===== src/rtl/riscv_pkg.sv =====
// Package riscv: shared RV32I decode types.
// Holds opcode constants, ALU operation encoding, operand-select enums,
// immediate-format enum and the funct3/funct7 -> ALU-op helper.
package riscv;

   localparam int XLEN = 32;

   typedef logic [XLEN-1:0] data_t;
   typedef logic [4:0]      reg_idx_t;

   // ALU operations; FUN_ADD is encoded as zero so the cleared state is ADD
   typedef enum logic [3:0] {
      FUN_ADD  = 4'd0,
      FUN_SUB  = 4'd1,
      FUN_SLL  = 4'd2,
      FUN_SLT  = 4'd3,
      FUN_SLTU = 4'd4,
      FUN_XOR  = 4'd5,
      FUN_SRL  = 4'd6,
      FUN_SRA  = 4'd7,
      FUN_OR   = 4'd8,
      FUN_AND  = 4'd9
   } funct_t;

   typedef enum logic [1:0] {
      OP1_RS1  = 2'd0,
      OP1_PC   = 2'd1,
      OP1_ZERO = 2'd2
   } op1_sel_t;

   typedef enum logic {
      OP2_RS2 = 1'b0,
      OP2_IMM = 1'b1
   } op2_sel_t;

   typedef enum logic [2:0] {
      IMM_NONE  = 3'd0,
      IMM_I     = 3'd1,
      IMM_S     = 3'd2,
      IMM_B     = 3'd3,
      IMM_U     = 3'd4,
      IMM_J     = 3'd5,
      IMM_SHAMT = 3'd6
   } imm_fmt_t;

   localparam logic [6:0] OPC_LOAD   = 7'b0000011;
   localparam logic [6:0] OPC_OP_IMM = 7'b0010011;
   localparam logic [6:0] OPC_AUIPC  = 7'b0010111;
   localparam logic [6:0] OPC_STORE  = 7'b0100011;
   localparam logic [6:0] OPC_OP     = 7'b0110011;
   localparam logic [6:0] OPC_LUI    = 7'b0110111;
   localparam logic [6:0] OPC_BRANCH = 7'b1100011;
   localparam logic [6:0] OPC_JALR   = 7'b1100111;
   localparam logic [6:0] OPC_JAL    = 7'b1101111;

   localparam logic [6:0] F7_BASE = 7'b0000000;
   localparam logic [6:0] F7_ALT  = 7'b0100000;

   // Map funct3 plus the alternate bit (funct7[5]) onto an ALU operation
   function automatic funct_t alu_fun(input logic [2:0] funct3, input logic alt);
      funct_t f;
      case (funct3)
         3'b000:  f = alt ? FUN_SUB : FUN_ADD;
         3'b001:  f = FUN_SLL;
         3'b010:  f = FUN_SLT;
         3'b011:  f = FUN_SLTU;
         3'b100:  f = FUN_XOR;
         3'b101:  f = alt ? FUN_SRA : FUN_SRL;
         3'b110:  f = FUN_OR;
         default: f = FUN_AND;
      endcase
      return f;
   endfunction

endpackage


===== src/rtl/decode_immgen.sv =====
// immgen: combinational RV32I immediate extraction.
// Produces the sign-extended (or zero-extended shamt) immediate for the
// selected instruction format; IMM_NONE yields zero.
module immgen
   import riscv::*;
(
   input  logic [31:0] inst,
   input  imm_fmt_t    format,
   output data_t       imm
);

   // Reassemble the scattered immediate bits of each encoding format
   always_comb begin
      case (format)
         IMM_I:     imm = {{20{inst[31]}}, inst[31:20]};
         IMM_S:     imm = {{20{inst[31]}}, inst[31:25], inst[11:7]};
         IMM_B:     imm = {{19{inst[31]}}, inst[31], inst[7], inst[30:25], inst[11:8], 1'b0};
         IMM_U:     imm = {inst[31:12], 12'b0};
         IMM_J:     imm = {{11{inst[31]}}, inst[31], inst[19:12], inst[20], inst[30:21], 1'b0};
         IMM_SHAMT: imm = {27'b0, inst[24:20]};
         default:   imm = '0;
      endcase
   end

endmodule


===== src/rtl/decode.sv =====
// decode: single-stage RV32I instruction decoder with valid/ready handshake.
// One-cycle latency, full throughput, stall-holding outputs, flush and
// asynchronous active-high reset. Define DECODE_ILLEGAL_EN to add the
// out_illegal port; without it illegal instructions decode silently as a NOP.
module decode
   import riscv::*;
(
   input  logic        clk,
   input  logic        reset,
   input  logic        in_valid,
   output logic        in_ready,
   input  logic [31:0] in_inst,
   input  data_t       in_pc,
   input  logic        flush,
   output logic        out_valid,
   input  logic        out_ready,
   output funct_t      out_fun,
   output op1_sel_t    out_op1_sel,
   output op2_sel_t    out_op2_sel,
   output data_t       out_imm,
   output reg_idx_t    out_rs1,
   output reg_idx_t    out_rs2,
   output reg_idx_t    out_rd,
   output logic        out_rd_we,
   output logic        out_mem_rd,
   output logic        out_mem_wr,
   output logic        out_jump,
   output logic        out_branch,
   output data_t       out_pc
`ifdef DECODE_ILLEGAL_EN
   ,
   output logic        out_illegal
`endif
);

   logic [6:0] opcode;
   logic [2:0] funct3;
   logic [6:0] funct7;
   reg_idx_t   rd;
   logic       accept;

   assign opcode = in_inst[6:0];
   assign funct3 = in_inst[14:12];
   assign funct7 = in_inst[31:25];
   assign rd     = in_inst[11:7];

   assign in_ready = !out_valid || out_ready;
   assign accept   = in_valid && in_ready;

   funct_t   d_fun;
   op1_sel_t d_op1;
   op2_sel_t d_op2;
   imm_fmt_t d_fmt;
   data_t    d_imm;
   logic     d_rd_we;
   logic     d_mem_rd;
   logic     d_mem_wr;
   logic     d_jump;
   logic     d_branch;
   logic     d_illegal;

   immgen u_immgen (
      .inst   (in_inst),
      .format (d_fmt),
      .imm    (d_imm)
   );

   // Classify the incoming instruction into ALU op, operand sources and control flags
   always_comb begin
      // NOTE: every output gets a default first so no path leaves it unassigned (no latch).
      d_fun     = FUN_ADD;
      d_op1     = OP1_RS1;
      d_op2     = OP2_RS2;
      d_fmt     = IMM_NONE;
      d_rd_we   = 1'b0;
      d_mem_rd  = 1'b0;
      d_mem_wr  = 1'b0;
      d_jump    = 1'b0;
      d_branch  = 1'b0;
      d_illegal = 1'b0;
      case (opcode)
         OPC_OP: begin
            d_fun   = alu_fun(funct3, funct7[5]);
            d_rd_we = 1'b1;
            d_illegal = !((funct7 == F7_BASE) ||
                          (funct7 == F7_ALT && (funct3 == 3'b000 || funct3 == 3'b101)));
         end
         OPC_OP_IMM: begin
            d_op2   = OP2_IMM;
            d_rd_we = 1'b1;
            if (funct3 == 3'b001) begin
               d_fun     = FUN_SLL;
               d_fmt     = IMM_SHAMT;
               d_illegal = (funct7 != F7_BASE);
            end else if (funct3 == 3'b101) begin
               d_fun     = alu_fun(funct3, funct7[5]);
               d_fmt     = IMM_SHAMT;
               d_illegal = !(funct7 == F7_BASE || funct7 == F7_ALT);
            end else begin
               // funct7 bits belong to the immediate here, so SUB is never selected
               d_fun = alu_fun(funct3, 1'b0);
               d_fmt = IMM_I;
            end
         end
         OPC_LUI: begin
            d_op1   = OP1_ZERO;
            d_op2   = OP2_IMM;
            d_fmt   = IMM_U;
            d_rd_we = 1'b1;
         end
         OPC_AUIPC: begin
            d_op1   = OP1_PC;
            d_op2   = OP2_IMM;
            d_fmt   = IMM_U;
            d_rd_we = 1'b1;
         end
         OPC_JAL: begin
            d_op1   = OP1_PC;
            d_op2   = OP2_IMM;
            d_fmt   = IMM_J;
            d_rd_we = 1'b1;
            d_jump  = 1'b1;
         end
         OPC_JALR: begin
            d_op2     = OP2_IMM;
            d_fmt     = IMM_I;
            d_rd_we   = 1'b1;
            d_jump    = 1'b1;
            d_illegal = (funct3 != 3'b000);
         end
         OPC_BRANCH: begin
            d_fmt    = IMM_B;
            d_branch = 1'b1;
            case (funct3)
               3'b000, 3'b001: d_fun = FUN_SUB;
               3'b100, 3'b101: d_fun = FUN_SLT;
               3'b110, 3'b111: d_fun = FUN_SLTU;
               default:        d_illegal = 1'b1;
            endcase
         end
         OPC_LOAD: begin
            d_op2     = OP2_IMM;
            d_fmt     = IMM_I;
            d_rd_we   = 1'b1;
            d_mem_rd  = 1'b1;
            d_illegal = (funct3 == 3'b011 || funct3 == 3'b110 || funct3 == 3'b111);
         end
         OPC_STORE: begin
            d_op2     = OP2_IMM;
            d_fmt     = IMM_S;
            d_mem_wr  = 1'b1;
            d_illegal = (funct3 > 3'b010);
         end
         default: d_illegal = 1'b1;
      endcase
      // An illegal instruction collapses to a side-effect-free NOP
      if (d_illegal) begin
         d_fun    = FUN_ADD;
         d_op1    = OP1_RS1;
         d_op2    = OP2_RS2;
         d_fmt    = IMM_NONE;
         d_rd_we  = 1'b0;
         d_mem_rd = 1'b0;
         d_mem_wr = 1'b0;
         d_jump   = 1'b0;
         d_branch = 1'b0;
      end
      // Writes to x0 are discarded
      if (rd == 5'd0) d_rd_we = 1'b0;
   end

   // Output bundle register: load on accept, hold while stalled, drop on flush
   always_ff @(posedge clk or posedge reset) begin
      // NOTE: sequential state uses non-blocking assignments so all registers update together.
      if (reset) begin
         out_valid   <= 1'b0;
         out_fun     <= FUN_ADD;
         out_op1_sel <= OP1_RS1;
         out_op2_sel <= OP2_RS2;
         out_imm     <= '0;
         out_rs1     <= '0;
         out_rs2     <= '0;
         out_rd      <= '0;
         out_rd_we   <= 1'b0;
         out_mem_rd  <= 1'b0;
         out_mem_wr  <= 1'b0;
         out_jump    <= 1'b0;
         out_branch  <= 1'b0;
         out_pc      <= '0;
`ifdef DECODE_ILLEGAL_EN
         out_illegal <= 1'b0;
`endif
      end else begin
         if (flush)          out_valid <= 1'b0;
         else if (accept)    out_valid <= 1'b1;
         else if (out_ready) out_valid <= 1'b0;

         if (accept && !flush) begin
            out_fun     <= d_fun;
            out_op1_sel <= d_op1;
            out_op2_sel <= d_op2;
            out_imm     <= d_imm;
            out_rs1     <= in_inst[19:15];
            out_rs2     <= in_inst[24:20];
            out_rd      <= rd;
            out_rd_we   <= d_rd_we;
            out_mem_rd  <= d_mem_rd;
            out_mem_wr  <= d_mem_wr;
            out_jump    <= d_jump;
            out_branch  <= d_branch;
            out_pc      <= in_pc;
`ifdef DECODE_ILLEGAL_EN
            out_illegal <= d_illegal;
`endif
         end
      end
   end

endmodule


===== config.mk =====
export PLATFORM = sky130hd
export DESIGN_NAME = decode
export DESIGN_NICKNAME = d
export VERILOG_FILES = /design/src/rtl/riscv_pkg.sv /design/src/rtl/decode_immgen.sv /design/src/rtl/decode.sv
export SDC_FILE = /design/constraint.sdc
export NUM_CORES = 1
export LEC_CHECK = 0
export BUFFER_PORTS_ARGS = -buffer_cell sky130_fd_sc_hd__buf_4
export CAP_MARGIN = 5
export CORE_UTILIZATION = 50
export DETAILED_ROUTE_END_ITERATION = 10
export PLACE_DENSITY = 0.89
export SKIP_CTS_REPAIR_TIMING = 1
export SYNTH_ARGS = -nofsm -noshare
export SYNTH_HDL_FRONTEND = slang
export SYNTH_HIERARCHICAL = 1
export SYNTH_SLANG_ARGS = --single-unit

===== constraint.sdc =====
create_clock -name clk -period 5.1 [get_ports clk]
set_input_delay 0.765 -clock clk [delete_from_list [all_inputs] [get_ports clk]]
set_output_delay 0.765 -clock clk [all_outputs]
set_load 0.02 [all_outputs]

[After elaboration in Yosys (flattened, before gate mapping)]
Cells that the tools add are included.
Word-level totals
  memory bits (writable): 0
  bits in registers: 92
  ROM bits: 0
  memories: 0
  output and inout port bits: 93
  bits in latches: 0
Operators by class
  div/mod/pow operators: 0
  mux-type cells: 36
  shifts and indexed selects: 0
  reduce and logical (&&, ||, !) cells: 30
  equality and inequality tests: 23
  add/sub/neg operators: 0
  magnitude comparators: 1
  bitwise operators: 0
  $mul: 0
Operators by type and width (number)
  32-bit one-hot mux with 6 select lines: 1
  7-bit by 6-bit equality test with 1-bit output (second input constant): 4
  4-bit one-hot mux with 7 select lines: 1
  3-bit equality test (second input constant): 7
  7-bit equality test (second input constant): 3
  1-bit two-way mux: 21
  4-bit one-hot mux with 5 select lines: 1
  3-bit one-hot mux with 6 select lines: 1
  7-bit by 5-bit equality test with 1-bit output (second input constant): 2
  2-bit OR reduction: 7
  7-bit OR reduction: 2
  3-bit by 2-bit equality test with 1-bit output (second input constant): 4
  4-bit two-way mux: 3
  4-bit one-hot mux with 3 select lines: 1
  3-bit two-way mux: 3
  3-bit one-hot mux with 3 select lines: 1
  7-bit by 2-bit equality test with 1-bit output (second input constant): 1
  7-bit zero test: 1
  1-bit one-hot mux with 7 select lines: 1
  7-bit nonzero test: 1
  3-bit by 1-bit equality test with 1-bit output (second input constant): 2
  1-bit logical OR: 6
  3-bit nonzero test: 2
  6-bit OR reduction: 1
  other kinds (8): 13

[Depth between registers and ports, before layout]
  word-level depth: 9
  mapped depth: 14

[Modules after synthesis]
Netlist, hierarchy kept.
By module, submodules not included
  decode: seq. area each 2302.2 um2, times used 1, cells each 469, area an instance 4033.9 um2
  immgen: seq. area each 0.0 um2, times used 1, cells each 67, area an instance 419.2 um2

[Worst setup path before layout]
OpenSTA, ideal clock, no wires.
  path kind: input-to-reg
  start point: input in_inst[26]
  end point: register out_imm[12]
  buffers on the path: 1
  library setup time: 0.065 ns
  slack: 2.215 ns
  stages on the path: 10
  arrival: 2.820 ns
  data required time: 5.035 ns
  path through: or4_4 -> o311ai_4 -> nand4_4 -> a211oi_2 -> buf_6 -> nor2_1 -> nor3b_2 -> a21o_1 -> nand2_1 -> nand2_1
Between the ends
  cells in the longest elaborated chain, start to end: 9
  elaborated cells on any way between the ends: 19
  classes of those cells: eq/ne (7); mux (5); reduce/logical (7)
Ends and longest elaborated chain
  start: declaration: RTL line decode.sv:12  | input logic [31:0] in_inst,
  7-bit by 6-bit equality test with 1-bit output / 7-bit zero test (equally long branches): RTL line decode.sv:86, decode.sv:98, decode.sv:85
  1-bit logical OR: RTL line decode.sv:98  | d_illegal = !(funct7 == F7_BASE || funct7 == F7_ALT);
  1-bit zero test: RTL line decode.sv:98
  1-bit two-way mux: RTL line decode.sv:95  | end else if (funct3 == 3'b101) begin
  1-bit two-way mux: RTL line decode.sv:91  | if (funct3 == 3'b001) begin
  1-bit one-hot mux with 7 select lines (*): RTL line decode.sv:81  | case (opcode)
  3-bit two-way mux (*): RTL line decode.sv:157  | if (d_illegal) begin
  named net d_fmt[1]: RTL line decode.sv:53  | imm_fmt_t d_fmt;
  3-bit equality test (tied with other cells): RTL line decode_immgen.sv:14  | case (format)
  32-bit one-hot mux with 6 select lines (*): RTL line decode_immgen.sv:14
  named net d_imm[12]: RTL line decode.sv:54  | data_t d_imm;
  end signal: assignment: RTL line decode.sv:202  | out_imm <= d_imm;
  end: declaration: RTL line decode.sv:20  | output data_t out_imm,
Mark *: on every way through the listed nets, which the timed path passes. The rest lies on a longest branch.
A chain may end at the register's enable or synchronous reset.

[Worst setup path in the final report]
  start point: input in_inst[26]
  end point: register out_imm[20]
The elaborated chain is that of the path after synthesis.

==> out/qor.yml <==
cts:
  cts_buffers: 9
  cts.sinks: 92
  clock_latency_ns: 0.36
  cts_tree: "done"
  cts_buffer_depth: 2
  h-tree-depth: 3
  clkTransAtPathRegs_ns: 0.09
  clockRootBuffer: "clkbuf_8"
critical_path:
  critPathSlowestCell: "or4_4"
  start_kind: "input pin"
  rr_worst_depth: 7
  critPathTopFamily: "compound AO/OA/AOI/OAI gates"
  required_ns: 5.35
  cp_max_fo: 19
  crit_cells: 11
  crit_chain: "buf_4 > or4_4 > o311ai_4 > nand4_4 > a211oi_2 > buf_4 > nor2b_4 > o21ai_1 > o21ai_0 > nand2_1 > nand2_1"
  critical_path_buf_inv_count: 2
  worstSetupEndpointType: "register"
  crit_type: "input pin to register"
  max_stage_delay_ns: 0.55
  worstPathArrival_ns: 3.48
synthesis:
  synth.yosys.seq_area_share: 0.517
  synthFlopType: "dfrtp_1"
  yosys.area_share.adder: 0
  yosys.area_share.simple: 0.319
  yosys_warnings: 6
  synthMuxAreaShare: 0.00702
  synthXorXnorAreaFrac: 0
  synth_edf_count: 0
  syn-cell-area_um2: 4450
  yosysUniqueCellTypes: 50
  ys_ff_latch: 92
  syn_nets: 605
  syn_inst: 536
  synth_compound_area_frac: 0.115
  synthArstFlopShare: 1.00
  synth.avg_cell_area_um2: 8.31
  synth_top_family_by_area: "simple AND/OR/NAND/NOR gates"
timing:
  max_freq_mhz: 309
  relSlewSlack: 0.368
  setup-violations-final: 0
  finalWorstSetupSlack_ns: 1.86
  fin_skew_ns: 0.0113
  timing.final.crit_share: 0.635
  whs_ns: 0.333
  rsz0062_at_grt: "false"
  final.setup.tns_ns: 0
  final.min_clock_period_ns: 3.24
  hold_violations: 0
  slew_violations: 0
  worstMarginPinSlew_ns: 0.949
placed_design:
  place_ws_ns: 1.55
  dp_hpwl_um: 8610
  port_buffers: 161
  place.gp.congestion: 0.906
routing:
  drt-pass1-iter-count: 5
  ant_nets: 0
  drt-wirelength-per-cell_um: 15.1
  drc: 0
  finalWirelength_um: 12000
  drt_iter0_markers: 188
  num_vias: 4236
  vias_per_cell: 5.33
global_routing:
  first_global_vias: 4129
  grt_usage: 0.266
  antenna_found_initial: 0
  overflow: 0
  grt_pass1_wl_um: 18900
  grt_max_degree: 77
final_layout:
  final_util: 0.681
  syn_to_final_growth_pct: 32.6
  drive_gt1_frac: 0.291
  nets: 751
  insertedDiodeCount: 0
  final_cell_mix: "nand2_1, buf_4, dfrtp_1"
  final_common_cell: "nand2_1"
  fillCellCount: 686
pwr:
  cellPowerDensity_nw_per_um2: 288
  total_power_mw: 1.70
  max-vdd-ir-drop_mv: 0.177
  p_leak_nw: 3.23
die:
  core_area_um2: 8680
  die_area_um2: 9290
  die-height_um: 96.4
  die_x_um: 96.4
  initial_core_util: 0.513
  rows: 34
  io_pins: 162
min_path:
  hold_class: "input pin to asynchronous set/reset pin"
run:
  maxCapViolCount: 0
status:
  status: "finished, final reports clean"
[cells by family (layout without fill, tap and decap cells)]
| group | Yosys count | count (layout) |
|---|---|---|
| simple gates | 330 | 330 |
| buf+inv | 38 | 189 |
| mux | 3 | 3 |
| flops | 92 | 92 |
| compound gates | 73 | 73 |
[routing by layer]
metal,wire length [µm],vias up,track usage
met4,301,0,0.129
met5,0,-,0
met1,4880,1974,0.334
met3,1130,30,0.0720
met2,5700,214,0.427
li1,-,2018,-
[worst paths after layout]
check                       startpoint             end  slack (ns)
hold / removal                   reset       out_pc[3]        0.33
setup / recovery           in_inst[26]     out_imm[20]        1.86
min in group clk            out_pc[25]      out_pc[25]        0.48
max in group asynchronous        reset  out_op1_sel[0]        3.55
hold reg to reg             out_pc[25]      out_pc[25]        0.48
setup reg to reg             out_valid      out_fun[2]        3.26
[per-stage QoR]
stage | instance area [µm²] | std cells
CTS | 5910 | 795
detailed placement | 5690 | 779
global placement | 5690 | 779
floorplan | 4450 | 536
finish | 5910 | 795
global route | 5910 | 795
[sequential cells by signal, summed over array words and instances, names as in the netlist, 2 cells and up]
| signal | count |
|---|---|
| out_op1_sel | 2 |
| out_fun | 4 |
| out_pc | 32 |
| out_rd | 5 |
| out_imm | 32 |
| out_rs1 | 5 |
| out_rs2 | 5 |
[area by class of cell]
class / instances / area [µm²] / area share
Clock buffer: 11 / 151 / 0.0256
Clock inverter: 5 / 67.6 / 0.0114
Inverter: 6 / 23.8 / 0.00402
Multi-Input combinational cell: 406 / 1970 / 0.334
Sequential cell: 92 / 2300 / 0.390
Tap cell: 108 / 135 / 0.0229
Timing Repair Buffer: 167 / 1250 / 0.212
[synthesized netlist by cell type, types with 3 or more instances]
cell type    n  area (µm²)
nand2_1    272        1020
nand2b_1     6        37.5
nand3_1      3        15.0
a22oi_1      6        45.0
dfrtp_1     92        2300
nand4_1      4        25.0
buf_2        8        40.0
a21oi_1      7        35.0
a21o_1       8        60.1
o31ai_2      3        37.5
o21ai_1      5        25.0
clkbuf_1    19        71.3
buf_6        3        33.8
and2_1       6        37.5
o21ai_0     23         115
inv_1        6        22.5
o21a_1       3        22.5
o31ai_1      5        37.5
a31oi_1      3        18.8
nor2_1      16        60.1
[power by group]
group | switching (mW) | internal, mW | leakage (nW)
Combinational | 0.209 | 0.143 | 1.91
Sequential | 0.0328 | 0.786 | 1.21
Clock | 0.268 | 0.261 | 0.112
Total | 0.510 | 1.19 | 3.23
Power figures use the tool's default switching activity.
